==> src/rtl/ccff_bitstream_loader.sv <==
// Serialises valid/ready configuration words LSB-first onto a ccff chain for exactly CHAIN_LEN bits.
// First bit one cycle after accept; source stalls in LOAD (no shift), cfg_ready low while shifting/done.
module ccff_bitstream_loader #(
    parameter int WORD_W    = 8,
    parameter int CHAIN_LEN = 17,
    parameter int CNT_W     = 16
) (
    input  logic              prog_clk,
    input  logic              reset,
    input  logic              start,
    input  logic [WORD_W-1:0] cfg_data,
    input  logic              cfg_valid,
    output logic              cfg_ready,
    output logic              ccff_head,
    output logic              ccff_shift_en,
    input  logic              ccff_tail,
    output logic              busy,
    output logic              cfg_done,
    output logic              err_overrun,
    output logic              err_underrun,
    output logic [CNT_W-1:0]  bit_count
);

    localparam int IDX_W = (WORD_W > 1) ? $clog2(WORD_W) : 1;

    localparam logic [1:0] S_IDLE  = 2'd0;
    localparam logic [1:0] S_LOAD  = 2'd1;
    localparam logic [1:0] S_SHIFT = 2'd2;
    localparam logic [1:0] S_DONE  = 2'd3;

    localparam logic [IDX_W-1:0] LAST_IDX = IDX_W'(WORD_W - 1);
    localparam logic [CNT_W-1:0] LAST_BIT = CNT_W'(CHAIN_LEN - 1);
    localparam logic [CNT_W-1:0] FULL_CNT = CNT_W'(CHAIN_LEN);

    logic [1:0]        state;
    logic [1:0]        state_nxt;
    logic [WORD_W-1:0] shreg;
    logic [IDX_W-1:0]  bit_idx;
    logic              last_head;
    logic              accept;
    logic              restart;
    logic              shifting;
    logic              last_bit;
    logic              word_end;

    // The chain output only matters to observers outside this block.
    logic unused_tail;
    assign unused_tail = ccff_tail;

    assign shifting = (state == S_SHIFT);
    assign accept   = (state == S_LOAD) && cfg_valid;
    assign restart  = start && ((state == S_IDLE) || (state == S_DONE));
    assign last_bit = shifting && (bit_count >= LAST_BIT);
    assign word_end = shifting && (bit_idx == LAST_IDX);

    always_comb begin
        state_nxt = state;
        case (state)
            S_IDLE:  if (start)         state_nxt = S_LOAD;
            S_LOAD:  if (cfg_valid)     state_nxt = S_SHIFT;
            S_SHIFT: if (last_bit)      state_nxt = S_DONE;
                     else if (word_end) state_nxt = S_LOAD;
            S_DONE:  if (start)         state_nxt = S_LOAD;
            default:                    state_nxt = S_IDLE;
        endcase
    end

    always_ff @(posedge prog_clk or negedge reset) begin
        if (!reset) begin
            state <= S_IDLE;
        end else begin
            state <= state_nxt;
        end
    end

    // Word capture and per-word bit position; leftover bits of the final word are simply dropped.
    always_ff @(posedge prog_clk or negedge reset) begin
        if (!reset) begin
            shreg   <= '0;
            bit_idx <= '0;
        end else if (accept) begin
            shreg   <= cfg_data;
            bit_idx <= '0;
        end else if (shifting) begin
            shreg   <= shreg >> 1;
            bit_idx <= bit_idx + IDX_W'(1);
        end
    end

    always_ff @(posedge prog_clk or negedge reset) begin
        if (!reset) begin
            bit_count <= '0;
        end else if (restart) begin
            bit_count <= '0;
        end else if (shifting && (bit_count < FULL_CNT)) begin
            bit_count <= bit_count + CNT_W'(1);
        end
    end

    // Head keeps its last driven value outside SHIFT so the chain input never glitches.
    always_ff @(posedge prog_clk or negedge reset) begin
        if (!reset) begin
            last_head <= 1'b0;
        end else if (shifting) begin
            last_head <= shreg[0];
        end
    end

    always_ff @(posedge prog_clk or negedge reset) begin
        if (!reset) begin
            err_overrun  <= 1'b0;
            err_underrun <= 1'b0;
        end else if (restart) begin
            err_overrun  <= 1'b0;
            err_underrun <= 1'b0;
        end else begin
            if ((state == S_DONE) && cfg_valid) begin
                err_overrun <= 1'b1;
            end
            if (start && ((state == S_LOAD) || shifting)) begin
                err_underrun <= 1'b1;
            end
        end
    end

    assign cfg_ready     = (state == S_LOAD);
    assign ccff_shift_en = shifting;
    assign ccff_head     = shifting ? shreg[0] : last_head;
    assign busy          = (state == S_LOAD) || shifting;
    assign cfg_done      = (state == S_DONE);

endmodule
==> config.mk <==
export PLATFORM = sky130hd
export DESIGN_NAME = ccff_bitstream_loader
export DESIGN_NICKNAME = d
export VERILOG_FILES = /design/src/rtl/ccff_bitstream_loader.sv
export SDC_FILE = /design/constraint.sdc
export NUM_CORES = 1
export LEC_CHECK = 0
export ABC_AREA = 1
export BUFFER_PORTS_ARGS = -buffer_cell sky130_fd_sc_hd__buf_2
export CORE_UTILIZATION = 35
export CTS_CLUSTER_DIAMETER = 40
export DETAILED_ROUTE_END_ITERATION = 10
export SYNTH_ARGS = -nofsm -noshare
export SYNTH_HDL_FRONTEND = slang
export SYNTH_SLANG_ARGS = --single-unit
==> constraint.sdc <==
create_clock -name prog_clk -period 2.17 [get_ports prog_clk]
set_input_delay 0 -clock prog_clk [delete_from_list [all_inputs] [get_ports prog_clk]]
set_output_delay 0 -clock prog_clk [all_outputs]
set_load 0.01 [all_outputs]
* After elaboration in Yosys (flattened, before gate mapping)
Index checks and enable logic that the tools add are counted.
** Storage, ports and cells
- Word-level logic and storage cells :: 50
- Output and inout bits :: 23
- Input bits :: 13
- Bits in registers :: 32
** Cells by class
- Mux-type cells :: 16
- Reductions and logical operators :: 16
- Equal/unequal tests :: 7
- Add/subtract/negate cells :: 2
- Order comparisons :: 2
** Operator list (count)
- two-way mux 16 bit :: 2
- adder 16 x 1 -> 16 bit (second input constant) :: 1
- >= comparator 16 x 5 -> 1 bit (second input constant) :: 1
- < comparator 16 x 5 -> 1 bit (second input constant) :: 1
- two-way mux 8 bit :: 2
- two-way mux 2 bit :: 4
- nonzero test 2 bit :: 4
- logical AND 1 bit :: 7
- two-way mux 3 bit :: 2
- case mux 2 bit (3 select lines) :: 1
- two-way mux 1 bit :: 5
- equality test 2 bit (second input constant) :: 2
- adder 3 x 1 -> 3 bit (second input constant) :: 1
- equality test 3 bit (second input constant) :: 1
- != test 3 x 1 -> 1 bit (second input constant) :: 1
- AND reduction 3 bit :: 1
- equality test 2 x 1 -> 1 bit (second input constant) :: 1
- zero test 2 bit :: 1
- logical OR 1 bit :: 2
- != test 2 x 1 -> 1 bit (second input constant) :: 1
- != test 2 bit (second input constant) :: 1
- OR reduction 2 bit :: 1

* Depth between registers and ports, before layout
Gate-level depths: netlist of the first run.
- Word-level depth :: 5
- Gate-level depth with buffers :: 9
- Mapped depth without buffers :: 9

* Least setup slack after synthesis of the first run
No wires, ideal clock.
- Path type :: reg-to-reg
- From :: register state[0]
- To :: register last_head
- Arrival :: 1274 ps
- Stages on the path, launching flop included :: 6
- Clock period less this slack :: 1422 ps
- Slack :: 748 ps
- Buffers on the path :: 1
- Data required time :: 2022 ps
- Setup time :: 148 ps
- Path through :: dfrtp_1 -> inv_1 -> ha_1 -> inv_1 -> buf_2 -> o21ai_0
** On the way
- Word-level cells in the longest chain between the ends :: 2
** RTL lines
- start: declaration :: line 35 : logic [1:0] state;
- start signal: assignment :: line 72 : state <= state_nxt;
- equality test 2 bit :: line 50 : assign shifting = (state == S_SHIFT);
- net ccff_shift_en :: line 15 : output logic ccff_shift_en,
- two-way mux 1 bit
- net ccff_head :: line 14 : output logic ccff_head,
- end signal: assignment :: line 105 : last_head <= shreg[0];
- end: declaration :: line 39 : logic last_head;
The timed path passes the listed nets, and every way through them passes these cells.
A chain may end at the register's enable or synchronous reset.

* Worst setup path after layout of the first run
- From :: register state[0]
- To :: output ccff_head
** On the way
- Word-level cells in the longest chain between the ends :: 2
** RTL lines (line)
- equality test 2 bit :: 50
- two-way mux 1 bit
- end: declaration :: 14
Every way passes these cells.

==> impl_metrics.tcl, run 1 <==
set metrics [dict create \
    clk_latency_ns 0.29 \
    crit_path_end_kind "output pin" \
    syn-num-nets 207 \
    diodes 0 \
    crit_arrival_ns 1.84 \
    synth_top_family_by_area "simple AND/OR/NAND/NOR gates" \
    die_h_um 68.3 \
    intPower_uw 1430 \
    root_buffer "clkbuf_8" \
    mostFrequentLayoutCell "nand2_1" \
    cts_max_level 2 \
    maxCapViolCount 0 \
    stdcell_count 286 \
    clkSinkCount 32 \
    gp_congestion 0.760 \
    fin_setup_tns_ns 0 \
    die-area_um2 4660 \
    max_freq_mhz 544 \
    cts_resized 0 \
    grt_max_degree 33 \
    drt-initial-drc-count 103 \
    track_usage_pct 15.3 \
    worst_pin_slew_ns 0.711 \
    final_util_pct 47.5 \
    drtAntennaViolNets 0 \
    synth_compound_area_share_pct 7.57 \
    min_path_type "in2reg" \
    finalWirelength_um 3030 \
    start_kind "flop" \
    drtPass1Iterations 4 \
    p_sw_share_pct 39.9 \
    synth-simple-area-share_pct 23.3 \
    path_max_fanout 12 \
    power_leakage_uw 0.00109 \
    final-seq-area_um2 801 \
    rsz0062_at_grt "no" \
    cellPowerDensity_nw_per_um2 1220 \
    clk_pin_slew_worst_paths_ns 0.06 \
    nFillCells 411 \
    setup_viol 0 \
    dp_hpwl_um 2070 \
    antenna_found_initial 0 \
    dp_cells 268 \
    hold_viol 0 \
    synth_area_um2 1540 \
    fp.dieW_um 68.3 \
    p_sw_uw 949 \
    start_util_pct 37.4 \
    ir_drop_mv 0.490 \
    drc_errors 0 \
    coreArea_um2 4120 \
    outcome "finished, final reports clean" \
    postSynthAreaPerCell_um2 8.27 \
    crit_type "reg2out" \
    grt_pass1_wl_um 4980 \
    min_period_ns 1.84 \
    cts_tree "done" \
    combPwrFrac_pct 41.7 \
    ys_types 21 \
    post-route-period-util_pct 84.7 \
    port_buffers 34 \
    synthMuxAreaShare_pct 0 \
    post-place-ws_ns 0.520 \
    synth_fa_ha_area_share_pct 6.51 \
    vias_per_cell 4.51 \
    layout.nets 256 \
    num_rows 23 \
    syn2layout_area_growth_pct 27.2 \
    multi_input_area_um2 601 \
    cts_max_path_buffers 2 \
    ys_seq_elements 32 \
    grt_pass1_vias 1135 \
    ys_seq_area_share_pct 52.1 \
    post_drt_wl_per_cell_um 10.6 \
    slew_violations 0 \
    overflow 0 \
    power_frac_seq_pct 38.5 \
    critical_path_required_ns 2.17 \
    synth_warnings 0 \
    cts_made_buffers 5 \
    drive_gt1_share_pct 20.3 \
    fin_ws_ns 0.331 \
    synth_cells 186 \
    pin_count 36 \
    clockPowerShare_pct 19.8 \
    slew_headroom_pct 52.6 \
    fin_skew_ns 0.00436 \
    route.vias.total 1289 \
    mostFrequentLayoutCells "40 x nand2_1, 34 x buf_2, 32 x nor2_1, 32 x dfrtp_1, 29 x inv_1" \
    yosys.area_share.xor_xnor_pct 1.71 \
]
path summary, 6_finish.rpt:
path,startpoint,end,slack (ns),depth (start not counted)
worst max-delay path,state[0],ccff_head,0.33,7
worst max register to register,state[0],bit_count[4],0.52,7
worst min-delay path,cfg_valid,err_overrun,0.03,5
worst min register to register,last_head,last_head,0.50,2
min in group asynchronous,reset,bit_count[4],0.29,2
max in group asynchronous,reset,shreg[3],1.42,2
routing by layer:
metal	vias up	global-route usage, %	share of wire (%)
met5	-	0	0
met4	0	10.2	2.2
met3	5	6.00	5.5
met2	31	21.9	43
met1	584	18.7	49
li1	669	-	-
metrics by stage:
stage,hold slack [ns],cell area [µm²],power [µW]
2_1_floorplan,-0.296,1540,1630
3_3_place_gp,0.0971,1770,1900
3_5_place_dp,0.0986,1770,1920
4_1_cts,0.0293,1960,2420
5_1_grt,0.0477,1960,2630
6_report,0.0315,1960,2380
cell usage after synthesis:
cell type / number / area [µm²]
a21oi_1: 9 / 45.0
buf_2: 4 / 20.0
dfrtp_1: 32 / 801
ha_1: 8 / 100
inv_1: 29 / 109
inv_2: 2 / 7.51
nand2_1: 40 / 150
nand2_4: 1 / 11.3
nand3_1: 8 / 40.0
nand3_2: 1 / 10.0
nand3b_1: 1 / 7.51
nand4_1: 1 / 6.26
nor2_1: 32 / 120
nor2_2: 1 / 6.26
o211ai_1: 2 / 15.0
o21ai_0: 9 / 45.0
o21ai_1: 1 / 5.00
o22ai_1: 1 / 6.26
or2_2: 1 / 6.26
xnor2_1: 1 / 8.76
xor2_1: 2 / 17.5
state kept, by name, summed over array words and instances (netlist names):
| register | count |
|---|---|
| shreg | 8 |
| last_head | 1 |
| bit_count | 16 |
| err_overrun | 1 |
| bit_idx | 3 |
| state | 2 |
| err_underrun | 1 |
final cells by class:
class                      instances  share of cell area, %
clock buffer                       8                   4.61
inverter                          31                   5.95
multi-input combinational        119                   30.7
sequential                        32                   40.9
tap                               50                   3.20
timing repair buffer              46                   14.6
cells by family after synthesis:
logic type	Yosys count
simple gates	86
buf+inv	35
flops	32
compound gates	22
fa+ha+maj	8
xor+xnor	3
worst max-delay path: stages (launching register included):
cell and delay (ns):
dfrtp_1 0.42, inv_1 0.06, ha_1 0.23, buf_4 0.18
inv_1 0.29, nand2_1 0.09, o21ai_0 0.11, buf_2 0.17
repair_timing:
item | in CTS | in global routing
setup buffers | 0 | 0
endpoints found under the setup margin | 0 | 0
hold buffers | 10 | 0
hold endpoints to repair | 41 | 0
power by group through the flow:
stage	combinational, µW	sequential, µW	clock [µW]
floorplan	711	919	0
global placement	982	918	0
detailed placement	993	922	0
CTS	1010	915	492
global route	1170	943	519
finish	992	915	472
Power figures use the tool's default switching activity.
==> run 2, diff against run 1 <==
- ABC_AREA: 1 -> 0
- clock period: 2.17 -> 1.7 ns (I/O delays scaled with it)
==> impl_metrics.tcl, run 2 <==
set metrics [dict create \
    finalWirelength_um 2910 \
    clk_latency_ns 0.28 \
    fin_ws_ns 0.0212 \
    drtAntennaViolNets 0 \
    nFillCells 393 \
    synth_cells 129 \
    layout.nets 200 \
    grt_util_met2_pct 20.0 \
    rr_worst_depth 6 \
    reg2reg_slack_ns 0.02 \
    fin_setup_tns_ns 0 \
    route.vias.total 1102 \
    mostFrequentLayoutCell "buf_2" \
    root_buffer "clkbuf_8" \
    postCtsSetupBuffers 0 \
    drc_errors 0 \
    ys.flop_type "dfrtp_1" \
    slew_violations 0 \
    grt_pass1_wl_um 4650 \
    drt-initial-drc-count 50 \
    clkSinkCount 32 \
    reg.largest.list "bit_count (16), shreg (8), bit_idx (3)" \
    synth-simple-area-share_pct 17.5 \
    gp_congestion 0.795 \
    post-route-period-util_pct 98.8 \
    start_kind "flop" \
    slowest_delay_ns 0.42 \
    synth_edf_count 0 \
    post_drt_wl_per_cell_um 12.6 \
    cts_tree "done" \
    crit_path_end_kind "flop" \
    cts_made_buffers 5 \
    syn-num-nets 150 \
    start_util_pct 36.9 \
    vias_per_cell 4.79 \
    maxCapViolCount 0 \
    min_path_type "in2reg" \
    ys_types 28 \
    fp.dieW_um 67.2 \
    grt_util_met1_pct 19.1 \
    cp_cell_sequence "inv_2 -> ha_4 -> nor4b_4 -> nand3_2 -> or4_1 -> a21oi_1" \
    rr_endpoint "bit_count[3]" \
    synth_most_common_cell "dfrtp_1" \
    outcome "finished, final reports clean" \
    track_usage_pct 14.3 \
    overflow 0 \
    min_period_ns 1.68 \
    antenna_found_initial 0 \
    synth_top_area_share_pct 53.9 \
    cts_max_path_buffers 2 \
    final_util_pct 48.4 \
    p_total_uw 2910 \
    pin_count 36 \
    hold_start "start" \
    met3_usage_pct 5.24 \
    setup_viol 0 \
    post-place-ws_ns -0.0105 \
    crit_type "reg2reg" \
    fin_area_um2 1950 \
    fin_skew_ns 0.00646 \
    die_h_um 67.2 \
    top_register "bit_count" \
    syn2layout_area_growth_pct 31.3 \
    cellPowerDensity_nw_per_um2 1490 \
    ir_drop_mv 0.727 \
    reg2reg_from "state[0]" \
    diodes 0 \
    synth_area_um2 1490 \
    ys_seq_area_share_pct 53.9 \
    postSynthAreaPerCell_um2 11.5 \
    critical_path_required_ns 1.91 \
    async_reset_ff_share_pct 100 \
    yosys.area_share.xor_xnor_pct 1.18 \
    slew_headroom_pct 53.0 \
    path_max_fanout 4 \
    synthMuxAreaShare_pct 8.25 \
    drtPass1Iterations 4 \
    yosys.area.top_type "dfrtp_1" \
    holdPathStages 2 \
    dp_hpwl_um 2050 \
    port_buffers 34 \
    rsz0062_at_grt "yes" \
    netlist_top_cells_count "32 x dfrtp_1, 13 x and2_1, 11 x nand2_1" \
    hold_viol 0 \
    synth_fa_ha_area_share_pct 6.73 \
    synth.area.top_cells "dfrtp_1 54%, ha_1 6.7%, mux2i_1 6.7%" \
    worst_pin_slew_ns 0.705 \
    num_rows 23 \
    clk_pin_slew_worst_paths_ns 0.07 \
    cts_max_level 2 \
    coreArea_um2 4030 \
    mostFrequentLayoutCells "34 x buf_2, 32 x dfrtp_1, 13 x and2_1, 11 x nand2_1" \
    synth_top_family_by_area "simple AND/OR/NAND/NOR gates" \
    ys_seq_elements 32 \
    power_leakage_uw 0.000969 \
    crit_arrival_ns 1.88 \
    die-area_um2 4510 \
    min_to "err_underrun" \
    synth_compound_area_share_pct 8.59 \
    dpl_cell_area_um2 1730 \
    synth_warnings 0 \
    largest_reg_flops 16 \
    max_freq_mhz 596 \
    drive_gt1_share_pct 31.7 \
    cpMaxStageDelayCell "or4_1" \
    grt_max_degree 33 \
    top_usage_layer "met2" \
    grt_pass1_vias 1025 \
]
## run 2: worst max-delay path by stage
stage	startpoint	endpoint	slack (ns)	cells past startpoint
2_1_floorplan	state[0]	bit_count[3]	-0.03	7
4_1_cts	state[0]	bit_count[3]	0.008	6
5_1_grt	state[0]	bit_count[3]	-0.09	6
3_5_place_dp	state[0]	state[0]	-0.01	6
6_report	state[0]	bit_count[3]	0.02	6
3_3_place_gp	state[0]	state[0]	0.09	6
## run 2: critical path, delay by kind of cell (launching register included)
kind | cells | cell delay (ns)
AOI/OAI and AO/OA | 1 | 0.13
adders and majority gates | 1 | 0.13
buffers and inverters | 1 | 0.08
and+or+nand+nor | 3 | 0.86
DFF | 1 | 0.40
## run 2: layout make-up
class,count,area [µm²],area share [%]
Sequential cell,32,801,41.0
Tap cell,50,62.6,3.21
Timing Repair Buffer,49,308,15.8
Clock buffer,8,90.1,4.62
Inverter,8,30.0,1.54
Multi-Input combinational cell,83,661,33.8
## run 2: layer usage
layer | share of wire (%) | vias up | wire [µm]
met5 | 0 | - | 0
met4 | 2.5 | 0 | 72
met3 | 6.3 | 9 | 182
met2 | 46 | 34 | 1330
met1 | 46 | 523 | 1330
li1 | - | 536 | -
## run 2: metrics by stage
| stage | hold slack (ns) | instances |
|---|---|---|
| 4_1_cts | 0.0231 | 230 |
| 6_report | 0.0281 | 230 |
| 5_1_grt | 0.0375 | 230 |
| 2_1_floorplan | -0.296 | 129 |
| 3_5_place_dp | 0.0919 | 212 |
| 3_3_place_gp | 0.0770 | 212 |
## run 2: report_power, final
part	switching [µW]	leakage, µW	internal (µW)
Clock	265	0.0000455	330
Sequential	122	0.000421	976
Combinational	651	0.000503	567
## run 2: kinds of logic after synthesis
logic type | count (synthesis)
AND/OR/NAND/NOR | 40
flip-flops | 32
AO/OA/AOI/OAI | 21
buffers and inverters | 14
multiplexers | 12
adder cells (fa/ha/maj) | 8
XOR/XNOR | 2
## run 2: what timing repair did
item | in CTS | in global routing
setup endpoints to repair | 1 | 4
hold buffers | 10 | 0
gates resized for setup | 1 | 5
pin swaps | 0 | 1
hold endpoints to repair | 41 | 0
